===== config.mk =====
export PLATFORM = sky130hd
export DESIGN_NAME = button_conditioner
export DESIGN_NICKNAME = d
export VERILOG_FILES = /design/src/rtl/input_pkg.sv /design/src/rtl/button_channel.sv /design/src/rtl/button_conditioner.sv
export SDC_FILE = /design/constraint.sdc
export NUM_CORES = 1
export LEC_CHECK = 0
export BUFFER_PORTS_ARGS = -buffer_cell sky130_fd_sc_hd__buf_4
export CAP_MARGIN = 20
export CORE_MARGIN = 2
export CORE_UTILIZATION = 57
export DETAILED_ROUTE_END_ITERATION = 10
export PLACE_DENSITY = 0.74
export RECOVER_POWER = 100
export SYNTH_ARGS = -nofsm -noshare
export SYNTH_HDL_FRONTEND = slang
export SYNTH_SLANG_ARGS = --single-unit

===== constraint.sdc =====
create_clock -name clk -period 8.5 [get_ports clk]
set_input_delay 1.275 -clock clk [delete_from_list [all_inputs] [get_ports clk]]
set_output_delay 1.275 -clock clk [all_outputs]
set_load 0.005 [all_outputs]

===== src/rtl/input_pkg.sv =====
// Shared definitions for the push-button input path.
//
// Contents:
//   btn_idx_e    - bit position of each button in the N_BUTTONS-wide buses
//   N_BUTTONS    - number of independent button channels
//   rep_state_e  - auto-repeat state per channel
//   DEF_*        - default timing constants derived from the 36 MHz pixel clock
//   max_int      - elaboration-time helper for sizing counters
package input_pkg;

    typedef enum logic [2:0] {
        BTN_C = 3'd0,
        BTN_U = 3'd1,
        BTN_D = 3'd2,
        BTN_R = 3'd3,
        BTN_L = 3'd4
    } btn_idx_e;

    localparam int N_BUTTONS = 5;

    typedef enum logic [1:0] {
        IDLE   = 2'd0,
        DELAY  = 2'd1,
        REPEAT = 2'd2
    } rep_state_e;

    localparam int PIXEL_CLK_HZ = 36_000_000;

    // 10 ms debounce, 400 ms before the first repeat, 100 ms repeat period.
    localparam int DEF_DEBOUNCE_CYCLES = PIXEL_CLK_HZ / 100;
    localparam int DEF_REPEAT_DELAY    = (PIXEL_CLK_HZ / 10) * 4;
    localparam int DEF_REPEAT_PERIOD   = PIXEL_CLK_HZ / 10;

    function automatic int max_int(input int a, input int b);
        return (a > b) ? a : b;
    endfunction

endpackage


===== src/rtl/button_channel.sv =====
// One button channel: two-flop synchroniser, debouncer, press/release edge
// pulses and the auto-repeat state machine.
//
// Ports:
//   clk           - pixel clock
//   arst          - asynchronous active-high reset
//   raw           - raw asynchronous button pin, 1 = pressed
//   level         - debounced stable level
//   press_pulse   - one-cycle pulse when level rises
//   release_pulse - one-cycle pulse when level falls
//   repeat_pulse  - pulse on press, then auto-repeat pulses while held
module button_channel
    import input_pkg::*;
#(
    parameter int DEBOUNCE_CYCLES = DEF_DEBOUNCE_CYCLES,
    parameter int REPEAT_DELAY    = DEF_REPEAT_DELAY,
    parameter int REPEAT_PERIOD   = DEF_REPEAT_PERIOD
) (
    input  logic clk,
    input  logic arst,
    input  logic raw,
    output logic level,
    output logic press_pulse,
    output logic release_pulse,
    output logic repeat_pulse
);

    localparam int DB_W = $clog2(DEBOUNCE_CYCLES + 1);
    localparam int RC_W = $clog2(max_int(REPEAT_DELAY, REPEAT_PERIOD) + 1);

    localparam logic [DB_W-1:0] DB_LAST     = DB_W'(DEBOUNCE_CYCLES - 1);
    localparam logic [RC_W-1:0] DELAY_LAST  = RC_W'(REPEAT_DELAY - 1);
    localparam logic [RC_W-1:0] PERIOD_LAST = RC_W'(REPEAT_PERIOD - 1);

    logic            sync1;
    logic            sync2;
    logic [DB_W-1:0] db_cnt;
    logic            flip;
    logic            rise;
    logic            fall;

    rep_state_e      state;
    rep_state_e      state_next;
    logic [RC_W-1:0] rep_cnt;
    logic [RC_W-1:0] rep_cnt_next;
    logic            repeat_next;

    // The level toggles on the sample that would bring the disagree count
    // to DEBOUNCE_CYCLES; rise/fall are the pending edges of this cycle.
    always_comb begin
        flip = (sync2 != level) && (db_cnt == DB_LAST);
        rise = flip & ~level;
        fall = flip & level;
    end

    always_ff @(posedge clk or posedge arst) begin
        if (arst) begin
            sync1         <= 1'b0;
            sync2         <= 1'b0;
            db_cnt        <= '0;
            level         <= 1'b0;
            press_pulse   <= 1'b0;
            release_pulse <= 1'b0;
        end else begin
            sync1 <= raw;
            sync2 <= sync1;
            // Any agreeing sample aborts a pending flip.
            if ((sync2 == level) || flip) begin
                db_cnt <= '0;
            end else begin
                db_cnt <= db_cnt + 1'b1;
            end
            level         <= level ^ flip;
            press_pulse   <= rise;
            release_pulse <= fall;
        end
    end

    // Repeat FSM: state register (counter and pulse are registered here too).
    always_ff @(posedge clk or posedge arst) begin
        if (arst) begin
            state        <= IDLE;
            rep_cnt      <= '0;
            repeat_pulse <= 1'b0;
        end else begin
            state        <= state_next;
            rep_cnt      <= rep_cnt_next;
            repeat_pulse <= repeat_next;
        end
    end

    // Repeat FSM: next state. A release wins over everything else.
    always_comb begin
        state_next = state;
        if (fall) begin
            state_next = IDLE;
        end else begin
            case (state)
                IDLE:    if (rise) state_next = DELAY;
                DELAY:   if (rep_cnt == DELAY_LAST) state_next = REPEAT;
                REPEAT:  state_next = REPEAT;
                default: state_next = IDLE;
            endcase
        end
    end

    // Repeat FSM: counter and pulse. Counters clear at their terminal value.
    always_comb begin
        rep_cnt_next = '0;
        repeat_next  = 1'b0;
        if (!fall) begin
            case (state)
                IDLE: begin
                    repeat_next = rise;
                end
                DELAY: begin
                    if (rep_cnt == DELAY_LAST) begin
                        repeat_next = 1'b1;
                    end else begin
                        rep_cnt_next = rep_cnt + 1'b1;
                    end
                end
                REPEAT: begin
                    if (rep_cnt == PERIOD_LAST) begin
                        repeat_next = 1'b1;
                    end else begin
                        rep_cnt_next = rep_cnt + 1'b1;
                    end
                end
                default: begin
                    repeat_next = 1'b0;
                end
            endcase
        end
    end

endmodule


===== src/rtl/button_conditioner.sv =====
// Conditions the five raw push buttons (c, u, d, r, l) for the game console.
// Each bit is handled by an independent button_channel.
//
// Ports:
//   clk         - pixel clock (36 MHz), the only clock
//   arst        - asynchronous active-high reset
//   btn_raw     - raw button pins, 1 = pressed, bit order per btn_idx_e
//   btn_level   - debounced stable levels
//   btn_press   - one-cycle pulses on level rise
//   btn_release - one-cycle pulses on level fall
//   btn_repeat  - press pulse followed by auto-repeat pulses while held
module button_conditioner
    import input_pkg::*;
#(
    parameter int DEBOUNCE_CYCLES = DEF_DEBOUNCE_CYCLES,
    parameter int REPEAT_DELAY    = DEF_REPEAT_DELAY,
    parameter int REPEAT_PERIOD   = DEF_REPEAT_PERIOD
) (
    input  logic                 clk,
    input  logic                 arst,
    input  logic [N_BUTTONS-1:0] btn_raw,
    output logic [N_BUTTONS-1:0] btn_level,
    output logic [N_BUTTONS-1:0] btn_press,
    output logic [N_BUTTONS-1:0] btn_release,
    output logic [N_BUTTONS-1:0] btn_repeat
);

    for (genvar i = 0; i < N_BUTTONS; i++) begin : g_ch
        button_channel #(
            .DEBOUNCE_CYCLES (DEBOUNCE_CYCLES),
            .REPEAT_DELAY    (REPEAT_DELAY),
            .REPEAT_PERIOD   (REPEAT_PERIOD)
        ) u_channel (
            .clk           (clk),
            .arst          (arst),
            .raw           (btn_raw[i]),
            .level         (btn_level[i]),
            .press_pulse   (btn_press[i]),
            .release_pulse (btn_release[i]),
            .repeat_pulse  (btn_repeat[i])
        );
    end

endmodule


==> After elaboration in Yosys (flattened, before gate mapping) <==
Cells that the tools add are included.
{ "word_totals": {"out_inout_bits": 20, "in_bits": 7, "regBits": 255, "elab_cells": 205} }
{ "classes": {"n_reduce_logical": 20, "addsub": 10, "muxes": 65, "bitwise_logic": 20, "eq_ne": 45} }
{ "op_table": {"columns": ["operator", "count"], "rows": [
  ["two-way mux 24 bit", 15],
  ["case mux 24 bit (2 select lines)", 5],
  ["adder 24 x 1 -> 24 bit, second input constant", 5],
  ["equality test 24 x 22 -> 1 bit, second input constant", 5],
  ["equality test 24 bit, second input constant", 5],
  ["adder 19 x 1 -> 19 bit, second input constant", 5],
  ["equality test 19 bit, second input constant", 5],
  ["two-way mux 19 bit", 5],
  ["two-way mux 2 bit", 15],
  ["!= test 3 x 1 -> 1 bit, second input constant", 10],
  ["case mux 2 bit (3 select lines)", 5],
  ["two-way mux 1 bit", 15],
  ["case mux 1 bit (3 select lines)", 5],
  ["bitwise AND 1 bit", 10],
  ["equality test 2 x 1 -> 1 bit, second input constant", 5],
  ["equality test 2 bit, second input constant", 5],
  ["logical NOT 2 bit", 5],
  ["AND reduction 2 bit", 5],
  ["equality test 1 bit", 5],
  ["logical AND 1 bit", 5],
  ["logical OR 1 bit", 5],
  ["!= test 1 bit", 5],
  ["NOT 1 bit", 5],
  ["bitwise XOR 1 bit", 5]
]} }

==> Longest topological paths before layout <==
Gate-level depths: netlist (run 1).
{ "depth": {"word_depth": 6, "depth_mapped": 8, "mapped_depth_nobuf": 7} }

==> Modules after synthesis <==
Synthesis (run 1) repeated with hierarchy kept, for this count alone.
{ "hier_totals": {"cells_unflattened": 1301, "hier_area_um2": 12861.1} }
{ "modules_own_cells": {"columns": ["module", "area_each_um2", "instances", "cells_per_inst", "seq_area_each_um2"], "rows": [
  ["button_channel at g_ch[0].u_channel ...", 2551.2, 3, 260, 1276.2],
  ["button_channel at g_ch[4].u_channel", 2672.6, 1, 263, 1276.2],
  ["button_channel at g_ch[1].u_channel", 2534.9, 1, 258, 1276.2]
]} }

==> Least setup slack after synthesis (run 1) <==
Ideal clock, no wire load.
{ "synth_timing": {"path_type": "reg2reg", "startpoint": "reg g_ch[2].u_channel.rep_cnt[21]", "endpoint": "reg g_ch[2].u_channel.rep_cnt[15]", "arrival_time_ps": 2273, "path_buffers": 1, "required_time_ps": 8381, "path_stages_with_launch": 7, "setup_ps": 119, "setup_slack_ps": 6108, "period_less_slack_ps": 2392, "cell_sequence": "dfrtp_1 or4b_1 or4_1 o41a_1 o211ai_4 buf_6 nor2_1"} }
{ "synth_via": {"elab_chain_cells": 4, "elab_cells_between_ends": 6, "classes_between": "eq/ne (2); mux (4)"} }
{ "synth_rtl": {"columns": ["element", "line_no", "text"], "rows": [
  ["from (decl)", "button_channel.sv:44", "logic [RC_W-1:0] rep_cnt;"],
  ["from (signal assigned)", "button_channel.sv:87", "rep_cnt <= rep_cnt_next;"],
  ["equality test 24 x 22 -> 1 bit / equality test 24 bit (equally long branches)", "button_channel.sv:124, button_channel.sv:117", null],
  ["two-way mux 24 bit (on tied branches)", "button_channel.sv:124, button_channel.sv:117", null],
  ["case mux 24 bit (2 select lines) *", "button_channel.sv:112", "case (state)"],
  ["two-way mux 24 bit *", "button_channel.sv:111", "if (!fall) begin"],
  ["net g_ch[2].u_channel.rep_cnt_next[15]", "button_channel.sv:45", "logic [RC_W-1:0] rep_cnt_next;"]
]} }
Mark *: on every way through the listed nets, which the timed path passes. The rest lies on a longest branch.
A chain may end at the register's enable or synchronous reset.

==> results of run 1 <==
## power by group
| group | leakage [nW] | internal, mW | switching (mW) |
|---|---|---|---|
| logic | 1.62 | 0.00932 | 0.0363 |
| clock network | 0.477 | 0.755 | 0.482 |
| registers | 3.53 | 1.22 | 0.00719 |
## kinds of logic (layout without fill, tap and decap cells)
family | Yosys count | count (layout) | synth area share, %
flip-flops | 255 | 255 | 49.72
multiplexers | 7 | 7 | 0.5752
buffers and inverters | 98 | 131 | 3.607
AO/OA/AOI/OAI | 54 | 54 | 3.061
XOR/XNOR | 195 | 195 | 13.31
adder cells (fa/ha/maj) | 30 | 30 | 2.925
AND/OR/NAND/NOR | 691 | 691 | 26.80
## state kept, by name (all words and copies together) (netlist names), named ones only
name,count
g_ch.u_channel.db_cnt,95
g_ch.u_channel.press_pulse,5
g_ch.u_channel.release_pulse,5
g_ch.u_channel.rep_cnt,120
g_ch.u_channel.repeat_pulse,5
g_ch.u_channel.state,10
g_ch.u_channel.sync1,5
g_ch.u_channel.sync2,5
## routing by layer
metal | global-route usage [%] | share of wire (%)
met1 | 28.96 | 47
met5 | 0 | 0
met2 | 35.04 | 48
met3 | 2.903 | 3.2
met4 | 5.118 | 2.1
## synthesized netlist by cell type (all sizes together) (4+ instances only)
| master | n | area, um2 |
|---|---|---|
| nor2 | 263 | 987.2 |
| dfrtp | 255 | 6381 |
| xnor2 | 110 | 963.4 |
| nand2 | 90 | 337.8 |
| nand3 | 89 | 445.4 |
| xor2 | 85 | 744.5 |
| nand4 | 56 | 350.3 |
| inv | 47 | 176.4 |
| nor3 | 45 | 225.2 |
| ha | 30 | 375.4 |
| buf | 28 | 200.2 |
| nor4 | 26 | 162.7 |
| clkbuf | 23 | 86.33 |
| and3 | 21 | 131.4 |
| and4 | 19 | 166.4 |
| o21ai | 14 | 70.06 |
| or4 | 11 | 82.58 |
| or3 | 10 | 62.56 |
| and2 | 9 | 56.30 |
| nor2b | 9 | 56.30 |
| a21oi | 8 | 40.04 |
| nor4b | 8 | 70.07 |
| nor4bb | 7 | 70.07 |
| o31ai | 7 | 52.55 |
| or2 | 6 | 37.54 |
| or4b | 6 | 60.06 |
| a21o | 5 | 37.54 |
| a211oi | 4 | 30.03 |
| mux2i | 4 | 40.04 |
| nand2b | 4 | 25.02 |
## cell type report
type                    count  area (um2)
fillers                  1766        7913
flip-flops and latches    255        6381
multi-input cells         977        5969
clock buffers              42       854.6
well taps                 280       350.3
repair buffers             31       198.9
inverters                  47       177.7
clock inverters            11       113.9
## how the worst max path moves through the flow
stage | depth (start not counted) | end | startpoint | slack [ps]
CTS | 6 | g_ch[0].u_channel.rep_cnt[23]$_DFF_PP0_ | g_ch[0].u_channel.rep_cnt[0]$_DFF_PP0_ | 5430
global placement | 3 | g_ch[4].u_channel.db_cnt[13]$_DFF_PP0_ | arst | 5530
finish | 3 | g_ch[0].u_channel.rep_cnt[3]$_DFF_PP0_ | arst | 3920
global route | 3 | g_ch[0].u_channel.rep_cnt[1]$_DFF_PP0_ | arst | 3080
floorplan | 1 | asynchronous set/reset pin | arst | 210
detailed placement | 6 | g_ch[0].u_channel.rep_cnt[10]$_DFF_PP0_ | g_ch[0].u_channel.rep_cnt[0]$_DFF_PP0_ | 5460
## stage by stage
step | hold WS, ps | power, mW | instance area [um2]
6_report | 346.5 | 2.513 | 14050
5_1_grt | 359.0 | 2.598 | 14050
4_1_cts | 348.3 | 2.547 | 14110
3_5_place_dp | 334.7 | 1.301 | 13140
3_3_place_gp | 333.8 | 1.300 | 13140
2_1_floorplan | 331.2 | 1.285 | 12830
## critical path, stage by stage
cell	delay [ps]
clkbuf_4	110
clkinvlp_2	2530
buf_4	1060
==> summary.txt, run 1 <==
Logic synthesis
  • EDFF count, synth: 0
  • Mapped Area: around 13,000 um2
  • Ys async rst share: 100.0%
  • Seq cells post-synth: 255
  • Predominant post-synthesis flop cell: dfrtp_1
  • Synth warnings: 0
  • Syn_nets: 1,367
  • Register area share after synthesis: 49.72%
  • Mapped Cells: ~1,300
  • Syn_area_per_cell: between 9 and 10 um2
  • Cell variety after synth: 54

Critical path
  • Reg2reg start: g_ch[0].u_channel.rep_cnt[0]$_DFF_PP0_
  • Crit Path Max Fanout: 105
  • CP Launch Type: primary input
  • Crit. End Element: asynchronous set/reset pin
  • R2R Setup Slk: slightly below 5000 ps
  • Critical path data required time: between 9000 and 10,000 ps
  • WP data arrival: 5100 ps
  • Setup CP Type: primary input to asynchronous set/reset pin
  • R2R depth: 6
  • R2r endpoint: g_ch[0].u_channel.rep_cnt[10]$_DFF_PP0_

Die
  • DIE AREA: 23,730 um2
  • Die Ht: roughly 150 um
  • Core area: 21,960 um2
  • Effective utilization at floorplan: between 50 and 60%
  • FP Rows: 54
  • Die width: ~150 um
  • I/O pin count: 27

Power
  • P per Cell Area: around 180 nW/um2
  • Max rail drop VDD: approximately 120 uV
  • Pleak: between 5 and 6 nW

Global route
  • Initial antenna violation count: 0
  • Number of global-route vias before repair: roughly 9,300
  • Largest net degree at the start of global routing: 106
  • Total grt overflow: 0
  • Global-route wire length before repair: roughly 43 mm
  • Tot GR Track Use: between 20% and 30%

Clock network
  • Num CTS Buffers: 29
  • Setup bufs post-CTS: 0
  • TritonCTS clock tree: yes
  • Post-CTS sizing: 0
  • H-tree Lvls: 1
  • CTS Buffer Depth: 3
  • Worst skew pair latency: 540 ps
  • Hold-fix buffers, CTS: 0
  • Clk slew on worst S/H paths: around 60 ps
  • CTS sink cnt: ~260
  • CTS root buffer: clkbuf_16

STA
  • Period minus WS final: around 4600 ps
  • Final WS setup: between 3000 and 4000 ps
  • Setup TNS: 0 ps
  • Worst-margin pin slew: roughly 4500 ps
  • Final hold vios: 0
  • RSZ-0062 raised after global routing: false
  • Fmax: around 220 MHz
  • # setup viols final: 0
  • Fin. max-slew vios: approximately 150
  • Final worst-path cycle share: between 50% and 60%
  • Worst Clk Skew: 13.65 ps
  • Worst slew margin relative to its limit: -203.9%

Cells and area
  • Fin cells: ~1,600
  • Commonest non-fill, non-tap cell in the layout: nor2_1
  • Most frequent cells in the layout: nor2_1 (263), dfrtp_1 (255), xnor2_1 (110)
  • Antenna diodes: 0
  • Area growth, synth to finish: 9.447%
  • Share of cells above drive strength 1: under 10%
  • Final net count: around 1,400
  • Post-layout util: between 60 and 70%

Drt
  • Drt pass-1 iters: 5
  • Initial drt markers: between 400 and 500
  • Detailed Route WL: ~24 mm
  • Routed Antenna Nets: 0
  • Vias: 9,325
  • Remaining DRCs: 0
  • Vias/cell: about 5.7
  • WL per Instance: between 10 and 15 um

Hold path
  • Hold path startpoint: g_ch[4].u_channel.sync1$_DFF_PP0_
  • Hold Crit Class: register to register
  • Hold path cells: 0
  • Hold Path End: g_ch[4].u_channel.sync2$_DFF_PP0_

Placed design
  • Routability congestion estimate: roughly 0.85
  • Input/output buffers: 26
  • Placed cells: 1,590
  • Post-DP HPWL: 15.58 mm
  • Pre-CTS setup slack: ~5500 ps

Outcome
  • Violations in the final reports: max-capacitance violations, max-slew violations
  • Status: finished, violations left

Run
  • Number of max-cap violations: 3
(Power assumes the default switching activity.)
==> run 2, diff against run 1 <==
CORE_UTILIZATION = 63   (was 57)
PLACE_DENSITY = 0.78   (was 0.74)
clock period = 4.3 ns   (was 8.5 ns; I/O delays follow)
==> run 2 against run 1 <==
The run still ends with max-capacitance violations, max-slew violations left; clock power is 100% higher; clock skew is 6.2 ps lower; count of clock-buffer cells in the layout down 5; register-to-register slack worse by 3500 ps; non-clock buffer count is 2 higher; critical path type is now register to register; critical endpoint is now g_ch[4].u_channel.rep_cnt[18]$_DFF_PP0_; highest routed layer unchanged.
==> summary.txt, run 2 (synthesis results as in run 1) <==
STA
  • Final worst-path cycle share: a little over two thirds
  • RSZ-0062 raised after global routing: false
  • Setup TNS: 0 ps
  • Final hold vios: 0
  • Worst slew margin relative to its limit: -46.53%
  • # setup viols final: 0
  • Fin. max-slew vios: 209
  • Fmax: around 330 MHz
  • Worst-margin pin slew: 2198 ps
  • Worst Clk Skew: around 7.5 ps
  • Period minus WS final: about 3000 ps

Cells and area
  • Final net count: 1,379
  • Share of cells above drive strength 1: under 10%
  • Fill cells: 1,511
  • Area growth, synth to finish: 9.828%
  • Antenna diodes: 0
  • Largest regs: g_ch.u_channel.rep_cnt x120, g_ch.u_channel.db_cnt x95, g_ch.u_channel.state x10
  • Fin cells: 1,633
  • Most frequent cells in the layout: nor2_1 (263), dfrtp_1 (255), xnor2_1 (110)
  • Commonest non-fill, non-tap cell in the layout: nor2_1
  • Reg with most FFs: g_ch.u_channel.rep_cnt
  • Max FFs per register: between 100 and 150

Outcome
  • Status: finished, violations left
  • Violations in the final reports: max-capacitance violations, max-slew violations

Placed design
  • Input/output buffers: 26
  • Routability congestion estimate: approximately 0.83
  • Post-DP HPWL: between 15 and 20 mm
  • Placed cells: around 1,600

Clock network
  • Post-CTS sizing: 0
  • CTS root buffer: clkbuf_16
  • TritonCTS clock tree: yes
  • H-tree Lvls: 1
  • Clk slew on worst S/H paths: 60 ps
  • Hold-fix buffers, CTS: 0
  • Num CTS Buffers: 28
  • CTS Buffer Depth: 3
  • CTS sink cnt: 255
  • Setup bufs post-CTS: 0
  • Worst skew pair latency: between 500 and 600 ps

Drt
  • Routed Antenna Nets: 0
  • WL per Instance: roughly 14 um
  • Remaining DRCs: 0
  • Vias/cell: 5.696
  • Vias: 9,302
  • Initial drt markers: approximately 560
  • Detailed Route WL: 23.54 mm
  • Drt pass-1 iters: 5

Critical path
  • CP max stage delay: approximately 670 ps
  • CP Launch Type: register
  • Setup CP Type: register to register
  • Crit Path Max Fanout: 23
  • Critical path data required time: 4680 ps
  • CP top delay family: simple AND/OR/NAND/NOR gates
  • WP data arrival: 3380 ps
  • CP max stage cell: a21o_1
  • Crit path cell chain: or4b_1 -> or4_1 -> o21ai_0 -> a21o_1 -> nor2_1
  • Buffers plus inverters on the worst setup path: 0
  • Crit. End Element: register

Power
  • Pleak: ~5.6 nW
  • P_sw: between 1 and 1.5 mW
  • Sequential share of power: 48.2%
  • P per Cell Area: between 300 and 400 nW/um2
  • Internal Power: 4.005 mW
  • Max rail drop VDD: between 400 and 500 uV
  • Net Sw Frac: just over 20%
  • Total power: between 5 and 6 mW
  • Logic pwr share: under 10%
  • Clk network pwr share: ~50%

Global route
  • Initial antenna violation count: 0
  • Number of global-route vias before repair: slightly above 9,000
  • Tot GR Track Use: between 20 and 25%
  • Global-route wire length before repair: roughly 42 mm
  • Largest net degree at the start of global routing: between 150 and 200
  • Total grt overflow: 0

Die
  • I/O pin count: 27
  • DIE AREA: 21,530 um2
  • Effective utilization at floorplan: 63.83%
  • Die width: between 100 and 150 um
  • FP Rows: 52
  • Die Ht: between 100 and 150 um
  • Core area: slightly above 20,000 um2

Hold path
  • Hold Crit Class: primary input to register

Run
  • Number of max-cap violations: 2
run 2: layout make-up:
| class | count | area (um2) | area share (%) |
|---|---|---|---|
| tap | 270 | 337.8 | 2.397 |
| inverter | 47 | 177.7 | 1.261 |
| sequential | 255 | 6381 | 45.27 |
| clock inverter | 14 | 181.4 | 1.287 |
| multi-input combinational | 977 | 5989 | 42.49 |
| clock buffer | 37 | 815.8 | 5.788 |
| timing repair buffer | 33 | 211.5 | 1.500 |
run 2: final timing paths:
path,from,cells after the start,end,slack (ps)
min reg2reg,g_ch[4].u_channel.sync1$_DFF_PP0_,0,g_ch[4].u_channel.sync2$_DFF_PP0_,340
max in group asynchronous,arst,4,g_ch[2].u_channel.db_cnt[6]$_DFF_PP0_,1340
min in group asynchronous,arst,3,g_ch[3].u_channel.db_cnt[0]$_DFF_PP0_,900
max reg2reg,g_ch[4].u_channel.rep_cnt[18]$_DFF_PP0_,5,g_ch[4].u_channel.rep_cnt[18]$_DFF_PP0_,1300
max,g_ch[4].u_channel.rep_cnt[18]$_DFF_PP0_,5,g_ch[4].u_channel.rep_cnt[18]$_DFF_PP0_,1300
min,btn_raw[4],1,g_ch[4].u_channel.sync1$_DFF_PP0_,240
run 2: worst register-to-register path, cell delays in order (launching register included):
cell and delay, ps:
dfrtp_1 430, or4b_1 540, or4_1 560, o21ai_0 510
a21o_1 670, nor2_1 140
run 2: metal layers:
metal / up-vias / global-route usage, % / routed length [um]
met1: 4557 / 32.52 / 10890
met2: 162 / 37.93 / 11360
li1: 4546 / - / -
met4: 0 / 5.388 / 415
met3: 37 / 3.137 / 869
met5: - / 0 / 0
run 2: power groups by stage:
stage               combinational [mW]  clock (mW)  sequential (mW)
finish                          0.0900        2.53             2.43
global route                     0.108        2.68             2.43
CTS                             0.0999        2.58             2.43
detailed placement              0.0992           0             2.47
global placement                0.0964           0             2.47
floorplan                       0.0682           0             2.47
run 2: metrics by stage:
stage                     cell area (um2)  hold WS [ps]  utilization (%)  worst slack (ps)
after floorplan                     12840         331.2                -             297.4
after global placement              13150         334.3            65.40              1460
after detailed placement            13150         335.5            65.40              1405
after CTS                           14150         197.1            70.36              1324
after global routing                14090         213.6            70.11             727.8
final                               14090         239.5            70.11              1299
==> run 3, diff against run 2 <==
CORE_UTILIZATION = 57   (was 63)
PLACE_DENSITY = 0.74   (was 0.78)
clock period = 2.5 ns   (was 4.3 ns; I/O delays follow)
==> run 3 against run 2 <==
The run now ends clean; clock power increased by 55%; register-to-register slack got worse by 1200 ps; count of clock-buffer cells in the layout unchanged; global-route usage decreased by 2.6 points.
==> summary.txt, run 3 (synthesis results as in run 1) <==
Drt
  • Routed Antenna Nets: 0
  • Vias/cell: 5.532
  • Remaining DRCs: 0
  • Vias: 9,272
  • Initial drt markers: about 430
  • Detailed Route WL: between 20 and 25 mm
  • Drt pass-1 iters: 4
  • WL per Instance: around 14 um

Critical path
  • CP max stage cell: or4_1
  • R2R depth: 6
  • Crit path cell chain: or4b_1 -> or4_1 -> o21ai_1 -> buf_4 -> nand3_1 -> a221oi_2
  • Crit. End Element: register
  • Buffers plus inverters on the worst setup path: 1
  • R2R Setup Slk: roughly 150 ps
  • CP top delay family: simple AND/OR/NAND/NOR gates
  • WP data arrival: roughly 2800 ps
  • Critical path data required time: between 2000 and 3000 ps
  • CP max stage delay: roughly 570 ps
  • Crit Path Max Fanout: 5
  • R2r endpoint: g_ch[4].u_channel.state[0]$_DFFE_PP0P_
  • Setup CP Type: register to register
  • Reg2reg start: g_ch[4].u_channel.rep_cnt[14]$_DFF_PP0_
  • CP Launch Type: register

Die
  • Effective utilization at floorplan: between 50% and 60%
  • I/O pin count: 27
  • DIE AREA: between 20,000 and 25,000 um2
  • Die width: 154.1 um
  • Die Ht: ~150 um
  • Core area: roughly 22,000 um2
  • FP Rows: between 50 and 60

Cells and area
  • Commonest non-fill, non-tap cell in the layout: nor2_1
  • Final net count: 1,416
  • Area of the multi-input gates: about 6000 um2
  • Max FFs per register: 120
  • Fill cells: approximately 1,700
  • Most frequent cells in the layout: nor2_1 (263), dfrtp_1 (255), xnor2_1 (110)
  • Reg with most FFs: g_ch.u_channel.rep_cnt
  • Antenna diodes: 0
  • Share of cells above drive strength 1: under 10%
  • Register Area: 6381 um2
  • Area growth, synth to finish: 11.59%
  • Largest regs: g_ch.u_channel.rep_cnt x120, g_ch.u_channel.db_cnt x95, g_ch.u_channel.state x10

Hold path
  • Hold path cells: 0
  • Hold Path End: g_ch[3].u_channel.sync2$_DFF_PP0_
  • Hold Crit Class: register to register
  • Hold path startpoint: g_ch[3].u_channel.sync1$_DFF_PP0_

STA
  • RSZ-0062 raised after global routing: false
  • Min Hold Slack: 347.0 ps
  • Worst Clk Skew: 6.795 ps
  • Worst-margin pin slew: roughly 1100 ps
  • Final hold vios: 0
  • Final worst-path cycle share: a little over nine tenths
  • Period minus WS final: roughly 2400 ps
  • # setup viols final: 0
  • Fmax: roughly 420 MHz
  • Worst slew margin relative to its limit: approximately a quarter
  • Fin. max-slew vios: 0

Global route
  • Global-route wire length before repair: roughly 42 mm
  • Largest net degree at the start of global routing: 84
  • Tot GR Track Use: 20.26%
  • Number of global-route vias before repair: 9,123
  • Total grt overflow: 0
  • Initial antenna violation count: 0

Power
  • Pleak: around 5.8 nW
  • Total power: 8.275 mW
  • P per Cell Area: 577.8 nW/um2
  • Max rail drop VDD: between 400 and 500 uV

Clock network
  • H-tree Lvls: 1
  • CTS Buffer Depth: 3
  • TritonCTS clock tree: yes
  • CTS root buffer: clkbuf_16
  • CTS sink cnt: 255
  • Worst skew pair latency: between 500 and 600 ps
  • Clk slew on worst S/H paths: about 60 ps
  • Setup bufs post-CTS: 0
  • Num CTS Buffers: 27

Placed design
  • Input/output buffers: 26
  • Post-DP HPWL: 15.59 mm
  • Routability congestion estimate: just under 0.9

Run
  • Number of max-cap violations: 0

Outcome
  • Status: complete, no violations
-- run 3: per-stage QoR --
| stage | std cells | util [%] | area, um2 | setup WS (ps) | TNS (ps) |
|---|---|---|---|---|---|
| after floorplan | 1330 | - | 12840 | -1233 | -314320 |
| after global placement | 1624 | 61.32 | 13460 | 102.9 | 0 |
| after detailed placement | 1624 | 61.32 | 13460 | 66.03 | 0 |
| after CTS | 1676 | 65.53 | 14390 | 31.19 | 0 |
| after global routing | 1676 | 65.22 | 14320 | 25.89 | 0 |
| final | 1676 | 65.22 | 14320 | 146.7 | 0 |
-- run 3: final cells by class --
class                   instances  area share [%]
well taps                     280           2.446
flip-flops and latches        255           44.56
clock inverters                 9          0.8562
inverters                      47           1.241
clock buffers                  37           5.190
multi-input cells             977           41.89
repair buffers                 71           3.818
-- run 3: power by group --
part / internal [mW] / switching [mW] / total [mW]
clock: 2.37 / 1.56 / 3.93
combinational: 0.0418 / 0.125 / 0.167
sequential: 4.16 / 0.0241 / 4.18
-- run 3: how the worst max path moves through the flow --
stage                                                 start                                       to  slack (ps)  cells past startpoint
finish              g_ch[4].u_channel.rep_cnt[14]$_DFF_PP0_   g_ch[4].u_channel.state[0]$_DFFE_PP0P_         150                      6
floorplan                                              arst               asynchronous set/reset pin       -1230                      1
global route        g_ch[2].u_channel.rep_cnt[18]$_DFF_PP0_  g_ch[2].u_channel.rep_cnt[21]$_DFF_PP0_          30                      6
detailed placement  g_ch[2].u_channel.rep_cnt[18]$_DFF_PP0_   g_ch[2].u_channel.state[1]$_DFFE_PP0P_          70                      6
global placement    g_ch[2].u_channel.rep_cnt[18]$_DFF_PP0_  g_ch[2].u_channel.rep_cnt[21]$_DFF_PP0_         100                      6
CTS                 g_ch[2].u_channel.rep_cnt[18]$_DFF_PP0_   g_ch[2].u_channel.state[1]$_DFFE_PP0P_          30                      6
-- run 3: what timing repair did --
item	4_1_cts	5_1_grt
hold buffers	6	0
setup endpoints to repair	0	49
resized for setup	0	3
endpoints found under the hold margin	11	0
-- run 3: metal layers --
metal  share of wire (%)  routed length [um]  GRT usage, %
met1                  49               11310         28.73
met2                  47               10930         33.46
met3                 2.8                 654         2.875
met4                 1.7                 399         4.495
met5                   0                   0             0
